$ cat src/rtl/telemetry_pkg.sv
// Shared constants, FSM encoding and helpers for the telemetry framer.
// ASCII codes are named so the byte mux reads like the frame layout.
package telemetry_pkg;

    localparam logic [7:0] ASC_CR    = 8'h0D;
    localparam logic [7:0] ASC_LF    = 8'h0A;
    localparam logic [7:0] ASC_SPACE = 8'h20;
    localparam logic [7:0] ASC_DOT   = 8'h2E;
    localparam logic [7:0] ASC_COLON = 8'h3A;
    localparam logic [7:0] ASC_QMARK = 8'h3F;
    localparam logic [7:0] ASC_UP_P  = 8'h50;
    localparam logic [7:0] ASC_LO_P  = 8'h70;
    localparam logic [7:0] ASC_LO_S  = 8'h73;
    localparam logic [7:0] ASC_LO_I  = 8'h69;
    localparam logic [7:0] ASC_ZERO  = 8'h30;

    typedef enum logic [2:0] {
        ST_IDLE,
        ST_LABEL,
        ST_DIGIT,
        ST_DP,
        ST_UNIT,
        ST_SEP,
        ST_CR,
        ST_LF
    } state_t;

    // Bytes in one frame for a given channel/digit/decimal-point layout.
    function automatic int frame_len(int num_ch, int digits, int dp_pos);
        return num_ch * (6 + digits + ((dp_pos > 0) ? 1 : 0)) + (num_ch - 1) + 2;
    endfunction

endpackage

$ cat src/rtl/telemetry_frame_formatter_period_tick.sv
// Free-running period counter; TICK pulses on the last count while enabled.
// Dropping ENABLE parks the counter at zero so a restart gets a full period.
module period_tick #(
    parameter int PERIOD_CYCLES = 1000000
) (
    input  logic CLK,
    input  logic RESET,
    input  logic ENABLE,
    output logic TICK
);

    localparam int CNT_W = (PERIOD_CYCLES > 1) ? $clog2(PERIOD_CYCLES) : 1;
    localparam logic [CNT_W-1:0] LAST = CNT_W'(PERIOD_CYCLES - 1);

    logic [CNT_W-1:0] count;

    // Count 0..PERIOD_CYCLES-1 and wrap; hold at zero while disabled.
    always_ff @(posedge CLK or posedge RESET) begin
        if (RESET) begin
            count <= '0;
        end else if (!ENABLE || count == LAST) begin
            count <= '0;
        end else begin
            count <= count + CNT_W'(1);
        end
    end

    assign TICK = ENABLE && (count == LAST);

endmodule

$ cat src/rtl/telemetry_frame_formatter.sv
// Multi-channel ASCII telemetry framer feeding a UART over valid/ready.
// Readings are snapshotted at launch so a frame is internally consistent.
module telemetry_frame_formatter #(
    parameter int NUM_CH        = 2,
    parameter int DIGITS        = 4,
    parameter int DP_POS        = 2,
    parameter int LZ_BLANK      = 0,
    parameter int PERIOD_CYCLES = 1000000
) (
    input  logic                       CLK,
    input  logic                       RESET,
    input  logic                       START,
    input  logic                       FRAME_REQ,
    input  logic [NUM_CH*DIGITS*4-1:0] BCD_IN,
    input  logic                       TX_READY,
    output logic                       TX_VALID,
    output logic [7:0]                 TX_DATA,
    output logic                       BUSY,
    output logic                       FRAME_DONE,
    output logic                       OVERRUN
);

    import telemetry_pkg::*;

    localparam int BW = NUM_CH * DIGITS * 4;
    localparam int CW = DIGITS * 4;

    state_t          state, state_nx;
    logic [3:0]      sub_idx, sub_nx;
    logic [3:0]      ch_idx, ch_nx;
    logic [BW-1:0]   snap;
    logic            tick, launch, accept;
    logic [CW-1:0]   cur_ch;
    logic [3:0]      dig_pos, cur_nib;
    logic            lead_zero, blank;

    period_tick #(.PERIOD_CYCLES(PERIOD_CYCLES)) u_tick (
        .CLK    (CLK),
        .RESET  (RESET),
        .ENABLE (START),
        .TICK   (tick)
    );

    assign TX_VALID   = (state != ST_IDLE);
    assign BUSY       = (state != ST_IDLE);
    assign accept     = TX_VALID && TX_READY;
    assign launch     = (state == ST_IDLE) && (tick || FRAME_REQ);
    assign FRAME_DONE = (state == ST_LF) && TX_READY;
    assign dig_pos    = 4'(DIGITS - 1) - sub_idx;

    // Pick the current channel/digit and decide leading-zero blanking.
    always_comb begin
        cur_ch    = '0;
        cur_nib   = '0;
        lead_zero = 1'b1;
        for (int c = 0; c < NUM_CH; c++) begin
            if (ch_idx == 4'(c)) cur_ch = snap[c*CW +: CW];
        end
        for (int d = 0; d < DIGITS; d++) begin
            if (dig_pos == 4'(d)) cur_nib = cur_ch[d*4 +: 4];
            if (4'(d) >= dig_pos && cur_ch[d*4 +: 4] != 4'd0) lead_zero = 1'b0;
        end
        blank = (LZ_BLANK != 0) && (dig_pos > 4'(DP_POS)) && lead_zero;
    end

    // Byte mux: what the current state/sub-index puts on the wire.
    always_comb begin
        TX_DATA = '0;
        unique case (state)
            ST_LABEL: begin
                if (sub_idx == 4'd0)      TX_DATA = ASC_UP_P;
                else if (sub_idx == 4'd1) TX_DATA = ASC_ZERO + 8'd1 + {4'd0, ch_idx};
                else                      TX_DATA = ASC_COLON;
            end
            ST_DIGIT: begin
                if (blank)               TX_DATA = ASC_SPACE;
                else if (cur_nib > 4'd9) TX_DATA = ASC_QMARK;
                else                     TX_DATA = ASC_ZERO + {4'd0, cur_nib};
            end
            ST_DP: TX_DATA = ASC_DOT;
            ST_UNIT: begin
                if (sub_idx == 4'd0)      TX_DATA = ASC_LO_P;
                else if (sub_idx == 4'd1) TX_DATA = ASC_LO_S;
                else                      TX_DATA = ASC_LO_I;
            end
            ST_SEP:  TX_DATA = ASC_SPACE;
            ST_CR:   TX_DATA = ASC_CR;
            ST_LF:   TX_DATA = ASC_LF;
            default: TX_DATA = '0;
        endcase
    end

    // Next-state: launch from IDLE, otherwise advance on each accepted byte.
    always_comb begin
        state_nx = state;
        sub_nx   = sub_idx;
        ch_nx    = ch_idx;
        if (state == ST_IDLE) begin
            if (launch) begin
                state_nx = ST_LABEL;
                sub_nx   = '0;
                ch_nx    = '0;
            end
        end else if (accept) begin
            unique case (state)
                ST_LABEL: begin
                    if (sub_idx == 4'd2) begin
                        state_nx = ST_DIGIT;
                        sub_nx   = '0;
                    end else begin
                        sub_nx = sub_idx + 4'd1;
                    end
                end
                ST_DIGIT: begin
                    if (sub_idx == 4'(DIGITS - 1)) begin
                        state_nx = ST_UNIT;
                        sub_nx   = '0;
                    end else begin
                        sub_nx = sub_idx + 4'd1;
                        if (DP_POS > 0 && dig_pos == 4'(DP_POS)) state_nx = ST_DP;
                    end
                end
                ST_DP: state_nx = ST_DIGIT;
                ST_UNIT: begin
                    if (sub_idx == 4'd2) begin
                        sub_nx   = '0;
                        state_nx = (ch_idx == 4'(NUM_CH - 1)) ? ST_CR : ST_SEP;
                    end else begin
                        sub_nx = sub_idx + 4'd1;
                    end
                end
                ST_SEP: begin
                    state_nx = ST_LABEL;
                    ch_nx    = ch_idx + 4'd1;
                end
                ST_CR:   state_nx = ST_LF;
                ST_LF:   state_nx = ST_IDLE;
                default: state_nx = ST_IDLE;
            endcase
        end
    end

    // FSM and index registers; reset aborts any frame in flight.
    always_ff @(posedge CLK or posedge RESET) begin
        if (RESET) begin
            state   <= ST_IDLE;
            sub_idx <= '0;
            ch_idx  <= '0;
        end else begin
            state   <= state_nx;
            sub_idx <= sub_nx;
            ch_idx  <= ch_nx;
        end
    end

    // Snapshot readings at launch; flag ticks lost to a busy framer.
    always_ff @(posedge CLK or posedge RESET) begin
        if (RESET) begin
            snap    <= '0;
            OVERRUN <= 1'b0;
        end else begin
            if (launch) snap <= BCD_IN;
            if (tick && state != ST_IDLE) OVERRUN <= 1'b1;
        end
    end

endmodule
$ cat config.mk
export PLATFORM = sky130hd
export DESIGN_NAME = telemetry_frame_formatter
export DESIGN_NICKNAME = d
export VERILOG_FILES = /design/src/rtl/telemetry_pkg.sv /design/src/rtl/telemetry_frame_formatter_period_tick.sv /design/src/rtl/telemetry_frame_formatter.sv
export SDC_FILE = /design/constraint.sdc
export NUM_CORES = 1
export LEC_CHECK = 0
export CAP_MARGIN = 20
export CORE_ASPECT_RATIO = 1.75
export CORE_MARGIN = 2
export CORE_UTILIZATION = 43
export CTS_CLUSTER_SIZE = 12
export DETAILED_ROUTE_END_ITERATION = 8
export PLACE_DENSITY = 0.68
export SKIP_CTS_REPAIR_TIMING = 1
export SLEW_MARGIN = 0
export SYNTH_ARGS = -nofsm -noshare
export SYNTH_HDL_FRONTEND = slang
export SYNTH_SLANG_ARGS = --single-unit
export TNS_END_PERCENT = 10
$ cat constraint.sdc
create_clock -name CLK -period 4.9 [get_ports CLK]
set_input_delay 0.98 -clock CLK [delete_from_list [all_inputs] [get_ports CLK]]
set_output_delay 0.98 -clock CLK [all_outputs]
set_load 0.02 [all_outputs]
==> impl_metrics.toml <==
[layout]
synthToLayoutAreaGrowth_pct = 20.4
nets = 469
design_area_sq_mm = 0.00471
final_cell_mix = "dfrtp_1 (64), clkdlybuf4s50_1 (47), nor2_1 (37), mux2_4 (29), nand2_1 (25)"
diodes = 0
utilization = 0.525
final_common_cell = "dfrtp_1"
fill_cells = 862
multi_input_area_sq_mm = 0.00212
drive_above_1_share = 0.152
regArea_sq_mm = 0.00160

[critical_path]
path_class = "register to output pin"
cp_max_fo = 20
critical_path_buf_inv_count = 1
cpPeakStageDelay_ns = 0.64
reg2regPathDepth = 7
crit_chain = "ha_1, nor2b_1, a22oi_1, o311ai_1, a22oi_1, o221ai_1, clkdlybuf4s50_1"
end_kind = "output pin"
crit_slowest_cell = "clkdlybuf4s50_1"
cp-start-kind = "register"
worstPathRequired_ns = 3.92
arrival_ns = 3.43
cp_num_cells = 7
crit_family = "compound AO/OA/AOI/OAI gates"
crit_top_cell = "a22oi_1"

[floorplan]
num_rows = 46
start_util = 0.436
fp.dieArea_sq_mm = 0.00991
num_io_pins = 49
fp.dieW_microns = 76.1
core_sq_mm = 0.00898
die_height_microns = 130

[placement]
port_buffers = 47
postPlaceCellArea_sq_mm = 0.00443
gp_congestion = 0.973
dp_hpwl_microns = 6860

[synthesis]
synthMuxAreaShare = 0.125
synth_fa_ha_area_frac = 0.0284
ys_async_sr_fraction = 1.00
synth.avg_cell_area_sq_um = 10.1
synth-compound-area-share = 0.163
syn_inst = 387
synth_largest_area_cell = "dfrtp_1"
synth_top_area_share = 0.409
netlist_area_sq_mm = 0.00392
yosys.area_share.simple = 0.180
ys_types = 69
synth_area_leaders = "dfrtp_1 (41%), mux2_4 (11%), nor2_1 (3.5%)"
ys_ff_latch = 64
yosysSeqAreaShare = 0.409
syn_nets = 432
synth_edf_count = 0
synth_xor_area_frac = 0.0447
synth_ff_type = "dfrtp_1"
synth_top_family_by_area = "simple AND/OR/NAND/NOR gates"
ys_warn_count = 0

[drt]
top_layer_used = "met4"
vias = 3166
drt_iter0_markers = 375
wirelength_microns = 9680
ant_nets = 0
wl_per_cell_microns = 17.6
first_pass_iters = 5
dr_wl_met2_microns = 4960
vias_per_cell = 5.77
wl_met1_microns = 3920
drcViolationCount = 0
met3WireLength_microns = 443

[grt]
grt_overflow = 0
antenna_found_initial = 0
grt_pass1_vias = 3192
grt_pass1_wl_microns = 16100
grtUsageTotal = 0.206
grt_max_degree = 65

[min_path]
hold_class = "register to register"
whs_path_depth = 1

[timing]
tns_ns = 0
fmax_mhz = 227
layout_worst_path_cycle_share = 0.900
setup_viol = 0
tightest_slew_ns = 0.818
final_hold_viol_count = 0
rsz0062_at_grt = "no"
slew_headroom = 0.455
post-route-min-period_ns = 4.41
slew_violations = 0
clock_skew_ns = 0.00878

[clocking]
path_clk_slew_ns = 0.06
cts_buffers = 9
clock_latency_ns = 0.34
cts_tree = "built"
root_buffer = "clkbuf_16"
ctsHtreeMaxLevel = 3
cts_max_path_buffers = 2
cts.sinks = 64

[power]
p_per_area_mw_per_mm2 = 489
p_leak_nw = 2.01
ir_worst_vdd_v = 0.000202

[run]
maxCapViolations = 0

[status]
status = "finished, final reports clean"
## registers in the layout (all words and copies together) (netlist names)
signal / count
snap: 32
u_tick.count: 20
ch_idx: 4
sub_idx: 4
state: 3
OVERRUN: 1
## logic make-up after synthesis
family          Yosys count
simple gates            132
compound gates           87
flops                    64
buf+inv                  40
mux                      34
xor+xnor                 20
fa+ha+maj                 9
other cells               1
## final cells by class
type / count / share of cell area
clock buffers: 11 / 0.0515
repair buffers: 50 / 0.105
inverters: 16 / 0.0127
flip-flops and latches: 64 / 0.340
multi-input cells: 283 / 0.451
clock inverters: 5 / 0.00876
well taps: 120 / 0.0319
## per-layer routing
layer	global-route usage	vias to the layer above
met5	0	-
met4	0.114	0
met3	0.0436	32
met2	0.358	117
met1	0.238	1530
li1	-	1487
## through the flow
step | power, mW | std cells | worst slack [ns] | hold WS [ns]
floorplan | 1.43 | 387 | 1.80 | 0.424
global placement | 1.67 | 533 | 1.08 | 0.437
detailed placement | 1.69 | 533 | 0.913 | 0.451
CTS | 2.30 | 549 | 0.551 | 0.459
global route | 2.43 | 549 | 0.296 | 0.490
finish | 2.30 | 549 | 0.489 | 0.457
## power by group
part | leakage [nW] | internal [mW] | switching (mW) | total (mW)
Sequential | 0.807 | 0.690 | 0.151 | 0.842
Combinational | 1.07 | 0.448 | 0.402 | 0.850
Clock | 0.132 | 0.360 | 0.252 | 0.611
## synth_stat cells (3+ instances only)
cell type and n:
inv_1 16, and2_1 4, and3_1 5, dfrtp_1 64, xnor2_1 13, o211ai_1 3
nand4_1 5, mux2_4 29, a221o_1 3, nand3_1 20, nand2_1 25, nor2_1 37
a22oi_1 7, nor2b_1 5, ha_1 8, buf_2 7, nand2b_1 3, xor2_1 7
nand3b_1 3, a221oi_1 3, a31oi_1 5, mux2_2 4, clkbuf_1 11, nor3_1 8
o21ai_0 13, a22o_1 3, a21oi_1 20, o32ai_1 4, buf_6 3
## worst paths after layout
kind                               endpoint             from  slack, ns
max                              TX_DATA[0]        ch_idx[0]       0.49
min                         u_tick.count[0]  u_tick.count[0]       0.46
max reg2reg                        state[1]       sub_idx[0]       2.35
min reg2reg                 u_tick.count[0]  u_tick.count[0]       0.46
max in group asynchronous  u_tick.count[18]            RESET       3.17
min in group asynchronous           snap[0]            RESET       1.19
Power figures use the tool's default switching activity.
